`src/rtl/im_loader_pkg.sv`:
```
// Shared types and constants for the instruction-memory program loader.
package im_loader_pkg;

    localparam int BYTE_W  = 8;
    localparam int CNT_W   = 16;
    localparam int INSTR_W = 17;

    localparam logic [BYTE_W-1:0] HDR_BYTE = 8'hA5;

    typedef enum logic [3:0] {
        IDLE,
        CNT_HI,
        CNT_LO,
        B0,
        B1,
        B2,
        CHK,
        DONE,
        ERR
    } state_t;

endpackage

```
`src/rtl/im_loader_timer.sv`:
```
// Inter-byte idle counter: expired flags the TIMEOUT-th consecutive idle cycle.
module im_loader_timer #(
    parameter int TIMEOUT = 50000
) (
    input  logic clk,
    input  logic rst,
    input  logic clr,
    input  logic en,
    output logic expired
);

    localparam int TW = $clog2(TIMEOUT + 1);

    logic [TW-1:0] cnt;

    // NOTE: sequential state uses non-blocking assignments so every flop samples pre-edge values.
    always_ff @(posedge clk or posedge rst) begin
        if (rst) begin
            cnt <= '0;
        end else if (clr) begin
            cnt <= '0;
        end else if (en) begin
            cnt <= cnt + 1'b1;
        end
    end

    // A clearing byte always beats expiry in the same cycle.
    assign expired = en && !clr && (cnt == TW'(TIMEOUT - 1));

endmodule

```
`src/rtl/im_prog_loader.sv`:
```
// Runtime program download: parses a UART byte stream and drives the IM write port.
module im_prog_loader
    import im_loader_pkg::*;
#(
    parameter int                DEPTH    = 2048,
    parameter int                AW       = 16,
    parameter int                IW       = INSTR_W,
    parameter logic [BYTE_W-1:0] HDR      = HDR_BYTE,
    parameter int                TIMEOUT  = 50000,
    parameter bit                HOLD_RST = 1'b1
) (
    input  logic              clk,
    input  logic              rst,
    input  logic [BYTE_W-1:0] rx_data,
    input  logic              rx_rdy,
    output logic              im_we,
    output logic [AW-1:0]     im_waddr,
    output logic [IW-1:0]     im_wdata,
    output logic              cpu_hold,
    output logic              load_done,
    output logic              load_err,
    output logic [AW-1:0]     words_loaded
);

    state_t             state;
    logic [BYTE_W-1:0]  chk;
    logic [BYTE_W-1:0]  cnt_hi;
    logic [CNT_W-1:0]   word_count;
    logic [CNT_W-1:0]   word_idx;
    logic               b0_bit;
    logic [BYTE_W-1:0]  b1_byte;

    logic               in_packet;
    logic               expired;
    logic [CNT_W-1:0]   count_rx;
    logic [CNT_W-1:0]   next_idx;

    assign in_packet = !(state inside {IDLE, DONE, ERR});
    assign count_rx  = {cnt_hi, rx_data};
    assign next_idx  = word_idx + 1'b1;

    im_loader_timer #(
        .TIMEOUT (TIMEOUT)
    ) u_timer (
        .clk     (clk),
        .rst     (rst),
        .clr     (rx_rdy || !in_packet),
        .en      (in_packet),
        .expired (expired)
    );

    always_ff @(posedge clk or posedge rst) begin
        if (rst) begin
            state        <= IDLE;
            im_we        <= 1'b0;
            im_waddr     <= '0;
            im_wdata     <= '0;
            cpu_hold     <= HOLD_RST;
            load_done    <= 1'b0;
            load_err     <= 1'b0;
            words_loaded <= '0;
            chk          <= '0;
            cnt_hi       <= '0;
            word_count   <= '0;
            word_idx     <= '0;
            b0_bit       <= 1'b0;
            b1_byte      <= '0;
        end else begin
            // Write enable is a one-cycle pulse; only the B2 branch raises it.
            im_we <= 1'b0;
            if (rx_rdy) begin
                case (state)
                    IDLE, DONE, ERR: begin
                        if (rx_data == HDR) begin
                            state        <= CNT_HI;
                            cpu_hold     <= 1'b1;
                            load_done    <= 1'b0;
                            load_err     <= 1'b0;
                            words_loaded <= '0;
                            chk          <= '0;
                            word_idx     <= '0;
                        end
                    end
                    CNT_HI: begin
                        cnt_hi <= rx_data;
                        chk    <= chk ^ rx_data;
                        state  <= CNT_LO;
                    end
                    CNT_LO: begin
                        word_count <= count_rx;
                        chk        <= chk ^ rx_data;
                        if (count_rx > CNT_W'(DEPTH)) begin
                            state    <= ERR;
                            load_err <= 1'b1;
                        end else if (count_rx == '0) begin
                            state <= CHK;
                        end else begin
                            state <= B0;
                        end
                    end
                    B0: begin
                        chk <= chk ^ rx_data;
                        if (rx_data[BYTE_W-1:1] != '0) begin
                            state    <= ERR;
                            load_err <= 1'b1;
                        end else begin
                            b0_bit <= rx_data[0];
                            state  <= B1;
                        end
                    end
                    B1: begin
                        b1_byte <= rx_data;
                        chk     <= chk ^ rx_data;
                        state   <= B2;
                    end
                    B2: begin
                        im_wdata     <= IW'({b0_bit, b1_byte, rx_data});
                        im_waddr     <= AW'(word_idx);
                        im_we        <= 1'b1;
                        words_loaded <= words_loaded + 1'b1;
                        word_idx     <= next_idx;
                        chk          <= chk ^ rx_data;
                        state        <= (next_idx == word_count) ? CHK : B0;
                    end
                    CHK: begin
                        if (rx_data == chk) begin
                            state     <= DONE;
                            load_done <= 1'b1;
                            cpu_hold  <= 1'b0;
                        end else begin
                            state    <= ERR;
                            load_err <= 1'b1;
                        end
                    end
                    default: state <= IDLE;
                endcase
            end else if (expired) begin
                state    <= ERR;
                load_err <= 1'b1;
            end
        end
    end

endmodule

```
`config.mk`:
```
export PLATFORM = sky130hd
export DESIGN_NAME = im_prog_loader
export DESIGN_NICKNAME = d
export VERILOG_FILES = /design/src/rtl/im_loader_pkg.sv /design/src/rtl/im_loader_timer.sv /design/src/rtl/im_prog_loader.sv
export SDC_FILE = /design/constraint.sdc
export NUM_CORES = 1
export LEC_CHECK = 0
export CELL_PAD_IN_SITES_DETAIL_PLACEMENT = 1
export CELL_PAD_IN_SITES_GLOBAL_PLACEMENT = 1
export CORE_MARGIN = 4
export CORE_UTILIZATION = 44
export DETAILED_ROUTE_END_ITERATION = 12
export PLACE_DENSITY = 0.84
export REMOVE_ABC_BUFFERS = 1
export SETUP_SLACK_MARGIN = 0.15
export SYNTH_ARGS = -nofsm -noshare
export SYNTH_HDL_FRONTEND = slang
export SYNTH_SLANG_ARGS = --single-unit
```
`constraint.sdc`:
```
create_clock -name clk -period 6.2 [get_ports clk]
set_input_delay 1.24 -clock clk [delete_from_list [all_inputs] [get_ports clk]]
set_output_delay 1.24 -clock clk [all_outputs]
set_load 0.01 [all_outputs]
```
## Word level (Yosys, flattened, before mapping)

Cells that the tools add are included.

- Bits of input ports: 11
- Output and inout bits: 53
- Bits in registers: 130

- Bitwise logic cells: 2
- Reductions and logical operators: 25
- $lt $le $gt $ge: 1
- Equality and inequality tests: 20
- $add $sub $neg: 3
- Mux-type cells: 30

Operators with widths:

| cell | count |
|---|---|
| 16-bit case mux with 2 select lines | 2 |
| 16-bit by 1-bit adder with 16-bit output, second input constant | 3 |
| 16-bit 2-to-1 mux | 3 |
| 4-bit case mux with 7 select lines | 1 |
| 4-bit 2-to-1 mux | 6 |
| 16-bit equality test | 1 |
| 16-bit equality test, second input constant | 1 |
| 4-bit by 3-bit equality test with 1-bit output, second input constant | 4 |
| 16-bit by 12-bit greater-than comparator with 1-bit output, second input constant | 1 |
| 16-bit logical NOT | 1 |
| 8-bit case mux with 2 select lines | 1 |
| 3-bit != test, second input constant | 4 |
| 1-bit 2-to-1 mux | 11 |
| 2-bit AND reduction | 5 |
| 3-bit AND reduction | 3 |
| 4-bit by 2-bit equality test with 1-bit output, second input constant | 2 |
| 8-bit equality test | 1 |
| 8-bit equality test, second input constant | 1 |
| 8-bit 2-to-1 mux | 1 |
| 2-bit nonzero test | 4 |
| 8-bit XOR | 1 |
| 7-bit nonzero test | 1 |
| 3-bit 2-to-1 mux | 2 |
| 6-bit AND reduction | 1 |
| 16 further kinds | 20 |

## Depth between registers and ports, before layout

- Depth after elaboration: 8
- Depth in mapped cells: 10

## Cells and area by module

Synthesis repeated with hierarchy kept, for this count alone.

- Cell total of the unflattened synthesis: 666
- Area total of the unflattened synthesis: 6488.7 µm²

By module, submodules not included:

| module | times used | cells each | area an instance (µm²) |
|---|---|---|---|
| im_prog_loader | 1 | 576 | 5639.2 |
| im_loader_timer | 1 | 90 | 849.6 |

## Worst setup path before layout

OpenSTA, ideal clock, no wires.

- Path kind: input-to-reg
- Start: in rx_data[4]
- End: reg words_loaded[11]
- Path slack: 3.235 ns
- Library setup time: 0.078 ns
- Cell stages on the path: 6
- Arrival time: 2.887 ns
- Required time: 6.122 ns
- Path through: or4_1 buf_2 a211oi_4 o2111ai_2 or3_1 a21oi_1

- Word-level cells in the longest chain between the ends: 3

Ends and longest elaborated chain:

| element | RTL line | text |
|---|---|---|
| start, declared | im_prog_loader.sv:14 | `input logic [BYTE_W-1:0] rx_data,` |
| 8-bit equality test | im_prog_loader.sv:74 | `if (rx_data == HDR) begin` |
| 2-bit != test (no line) | -- |  |
| 3-bit AND reduction (no line) | -- |  |
| end signal, assigned | im_prog_loader.sv:120 | `words_loaded <= words_loaded + 1'b1;` |
| end, declared | im_prog_loader.sv:22 | `output logic [AW-1:0] words_loaded` |

No other way between the ends.
A chain may end at the register's enable or synchronous reset.

## Worst setup path after layout

- Start: in rx_data[4]
- End: reg word_idx[10]

- Word-level cells in the longest chain between the ends: 3

Ends and longest elaborated chain:

| element | RTL line | text |
|---|---|---|
| 8-bit equality test | im_prog_loader.sv:74 |  |
| 2-bit != test (no line) | -- |  |
| 3-bit AND reduction (no line) | -- |  |
| end signal, assigned | im_prog_loader.sv:121 | `word_idx <= next_idx;` |
| end, declared | im_prog_loader.sv:29 | `logic [CNT_W-1:0] word_idx;` |

No other way between the ends.

==> metrics.txt <==
CP Buf/Inv Count 3; Fin Hold WS roughly 0.45 ns; Top FF cell, synth dfrtp_1; Slew Viols, Final 0; final period utilization 0.687; vias per cell 5.66; Final WS setup about 1.9 ns; initial core utilization 0.456; biggest area consumer among synthesized cells dfrtp_1; number of nets in the layout 728; Slew HR 0.287; CTS H-tree depth 4; synth unique cells 59; Cells after DPL slightly below 900; GPL Wtd Cong between 0.8 and 0.9; R2R depth 8; switching fraction of total power 0.310; Hold Fails Final Rpt 0; Area Overhead vs Synth 20.8%; grt total ovfl 0; CP peak stage delay between 0.7 and 0.8 ns; Clock Path Buffers 2; initial drt markers 327; Mapped Cells 665; critical-path cell list clkdlybuf4s50_1 > or4_1 > o22ai_2 > nand3_2 > buf_4 > inv_2 > nand2_1 > nor3_1 > a21o_1; largest fanout on the critical path 60; M2 GR Usage 0.389; Max Clk Rate 235 MHz; drt first pass iters 5; reg2reg start state[2]; HP Start u_timer.cnt[0]; die width between 100 and 150 um; Worst R2R End word_idx[10]; Critical Path Sink Type flop; Async SR Flop Fraction 1.00; grt met1 use 0.278; WL per Instance ~19 um; hold_buf cts 0; GR Util met3 0.0411; largest net degree at the start of global routing between 80 and 90; Post-CTS Setup Inserts 0; Yosys warnings 0; reg-to-reg slack, setup roughly 3.0 ns; clk_skew approximately 0.008 ns; total die area 16,600 um^2; share of the synthesized area in the top cell type 0.502; global routing's busiest layer met2; Worst-path clk slew about 0.060 ns; # DRC 0; Final setup viols 0; max cap viols 0; Syn Area/Cell just under 10 um^2; CTS tree built; CTS Buf Count 17; unrepaired setup endpoints after global routing no; sequential area share after synthesis 0.506; initial antenna violation count 0; pre-CTS setup slack 1.60 ns; Setup CP Type in2reg; Cell Area, Synth about 6400 um^2; power share of the sequential group 0.417; Critical Path RT roughly 6.6 ns; Port-buffer cells between 60 and 70; status finished clean; Row Count 43; WL final 17,400 um; # clock sinks 130; Hold WC Path Type reg2reg; I/O Pins 64; Period minus WS final between 4 and 5 ns; CP top delay family buffers and inverters; Antenna Violating Nets Remaining 0; Lkg Pwr around 3.4 nW; first-pass GRT wire length about 30,000 um; measured slew at the worst slew-check pin around 1.1 ns; EDFF count, synth 0; clk_lat worst skew 0.42 ns; power per cell area around 380 nW/um^2; diodes inserted 0; slowest stage cell, crit path or4_1; CP arrival ~4.6 ns; Hold EP u_timer.cnt[0]; vias in the first global route roughly 5,600; Synth area leaders dfrtp_1 50%, nand2_1 7.8%, mux2_2 6.0%, xor2_1 3.4%, o21ai_0 3.1%; hpwl dp around 11,000 um; clock root buffer clkbuf_16; hold path cells 1; Pint ~2 mW; post-cts sizing count 0; logic gate share of total power 0.227; chip height between 100 and 150 um; Startpoint Class input port; Sw Pwr 906 uW; final cell count without fillers a little over 900; core area approximately 14,000 um^2; via count around 5,100; setup TNS 0 ns; layout cells sized above 1 0.112; clock share of power 0.356; GRT Overall Usage 0.222; Max VDD drop approximately 0.00023 V; Seq cells post-synth 130
-- flip-flops by register name, indices dropped and copies added, names as in the netlist --
| register | flops |
|---|---|
| cnt_hi | 8 |
| state | 4 |
| load_err | 1 |
| word_count | 16 |
| chk | 8 |
| load_done | 1 |
| im_waddr | 16 |
| words_loaded | 16 |
| word_idx | 16 |
| b0_bit | 1 |
| u_timer.cnt | 16 |
| b1_byte | 8 |
| im_wdata | 17 |
| im_we | 1 |
| cpu_hold | 1 |
-- synth_stat cells (all sizes together) (8+ instances only) --
master and count:
nand2 134, dfrtp 129, o21ai 54, nor2 41, mux2 34, xor2 25, clkbuf 22, xnor2 22
nand3 19, nor3 18, inv 15, buf 13, nand2b 13, nand4 13, a21oi 12, or3 10
nor3b 8, nor4 8
-- stage by stage --
| step | area (um^2) | total power, mW | util |
|---|---|---|---|
| after floorplan | 6280 | 1.62 | - |
| after global placement | 7160 | 1.82 | 0.508 |
| after detailed placement | 7160 | 1.87 | 0.508 |
| after CTS | 7770 | 2.94 | 0.551 |
| after global routing | 7770 | 3.07 | 0.551 |
| final | 7770 | 2.92 | 0.551 |
-- worst max path at each step --
stage	to	cells past startpoint	slack, ns	start
2_1_floorplan	b0_bit	1	1.49	rst
3_3_place_gp	word_idx[10]	9	1.79	rx_data[4]
3_5_place_dp	word_idx[12]	8	1.60	rx_data[4]
4_1_cts	word_idx[10]	9	1.94	rx_data[4]
5_1_grt	word_idx[12]	8	1.74	rx_data[4]
6_report	word_idx[10]	9	1.94	rx_data[4]
-- worst register-to-register path, cell delays in order (launching register included) --
cell     delay [ns]
dfrtp_1        0.55
nor2b_1        0.31
nor2b_1        0.58
nand3_2        0.17
buf_4          0.37
inv_2          0.64
nand2_1        0.22
nor3_1         0.23
a21o_1         0.13
-- power by group through the flow --
stage / Combinational [mW] / Clock [mW] / Sequential [mW]
floorplan: 0.452 / 0 / 1.17
global placement: 0.612 / 0 / 1.20
detailed placement: 0.648 / 0 / 1.22
CTS: 0.669 / 1.06 / 1.21
global route: 0.735 / 1.09 / 1.24
finish: 0.664 / 1.04 / 1.22
-- cell usage in the layout, fill, tap and decap left out, drive strengths merged, types with 3 or more instances in the layout --
master and n:
inv 15, and4 3, nand3 19, dfrtp 129
nor3b 8, o31ai 3, clkbuf 22, nor4 8
nor2 41, a211oi 3, nor3 18, bufinv 3
o21ai 54, clkinv 3, nor2b 4, and3 6
nand2b 13, nand4 13, clkdlybuf4s50 63, ha 3
o21a 3, or3 10, a21oi 12, or4 7
o211ai 5, mux2 34, nand2 134, xor2 25
xnor2 22
-- layout make-up --
| type | count | area (um^2) |
|---|---|---|
| clock inverter | 8 | 128 |
| tap | 180 | 225 |
| sequential | 130 | 3250 |
| timing repair buffer | 65 | 646 |
| inverter | 15 | 58.8 |
| clock buffer | 22 | 484 |
| fill | 1577 | 6330 |
| multi-input combinational | 485 | 2970 |
-- logic make-up after synthesis --
logic type               Yosys count  synth area share
AND/OR/NAND/NOR                  293             0.222
flip-flops                       130             0.506
AO/OA/AOI/OAI                    106             0.107
buffers and inverters             50            0.0321
XOR/XNOR                          47            0.0640
multiplexers                      36            0.0627
adder cells (fa/ha/maj)            3           0.00584
-- layer usage --
| layer | vias to the layer above | part of all wire |
|---|---|---|
| li1 | 2397 | - |
| met1 | 2583 | 0.43 |
| met2 | 107 | 0.51 |
| met3 | 31 | 0.033 |
| met4 | 0 | 0.021 |
| met5 | - | 0 |
Power figures use the tool's default switching activity.
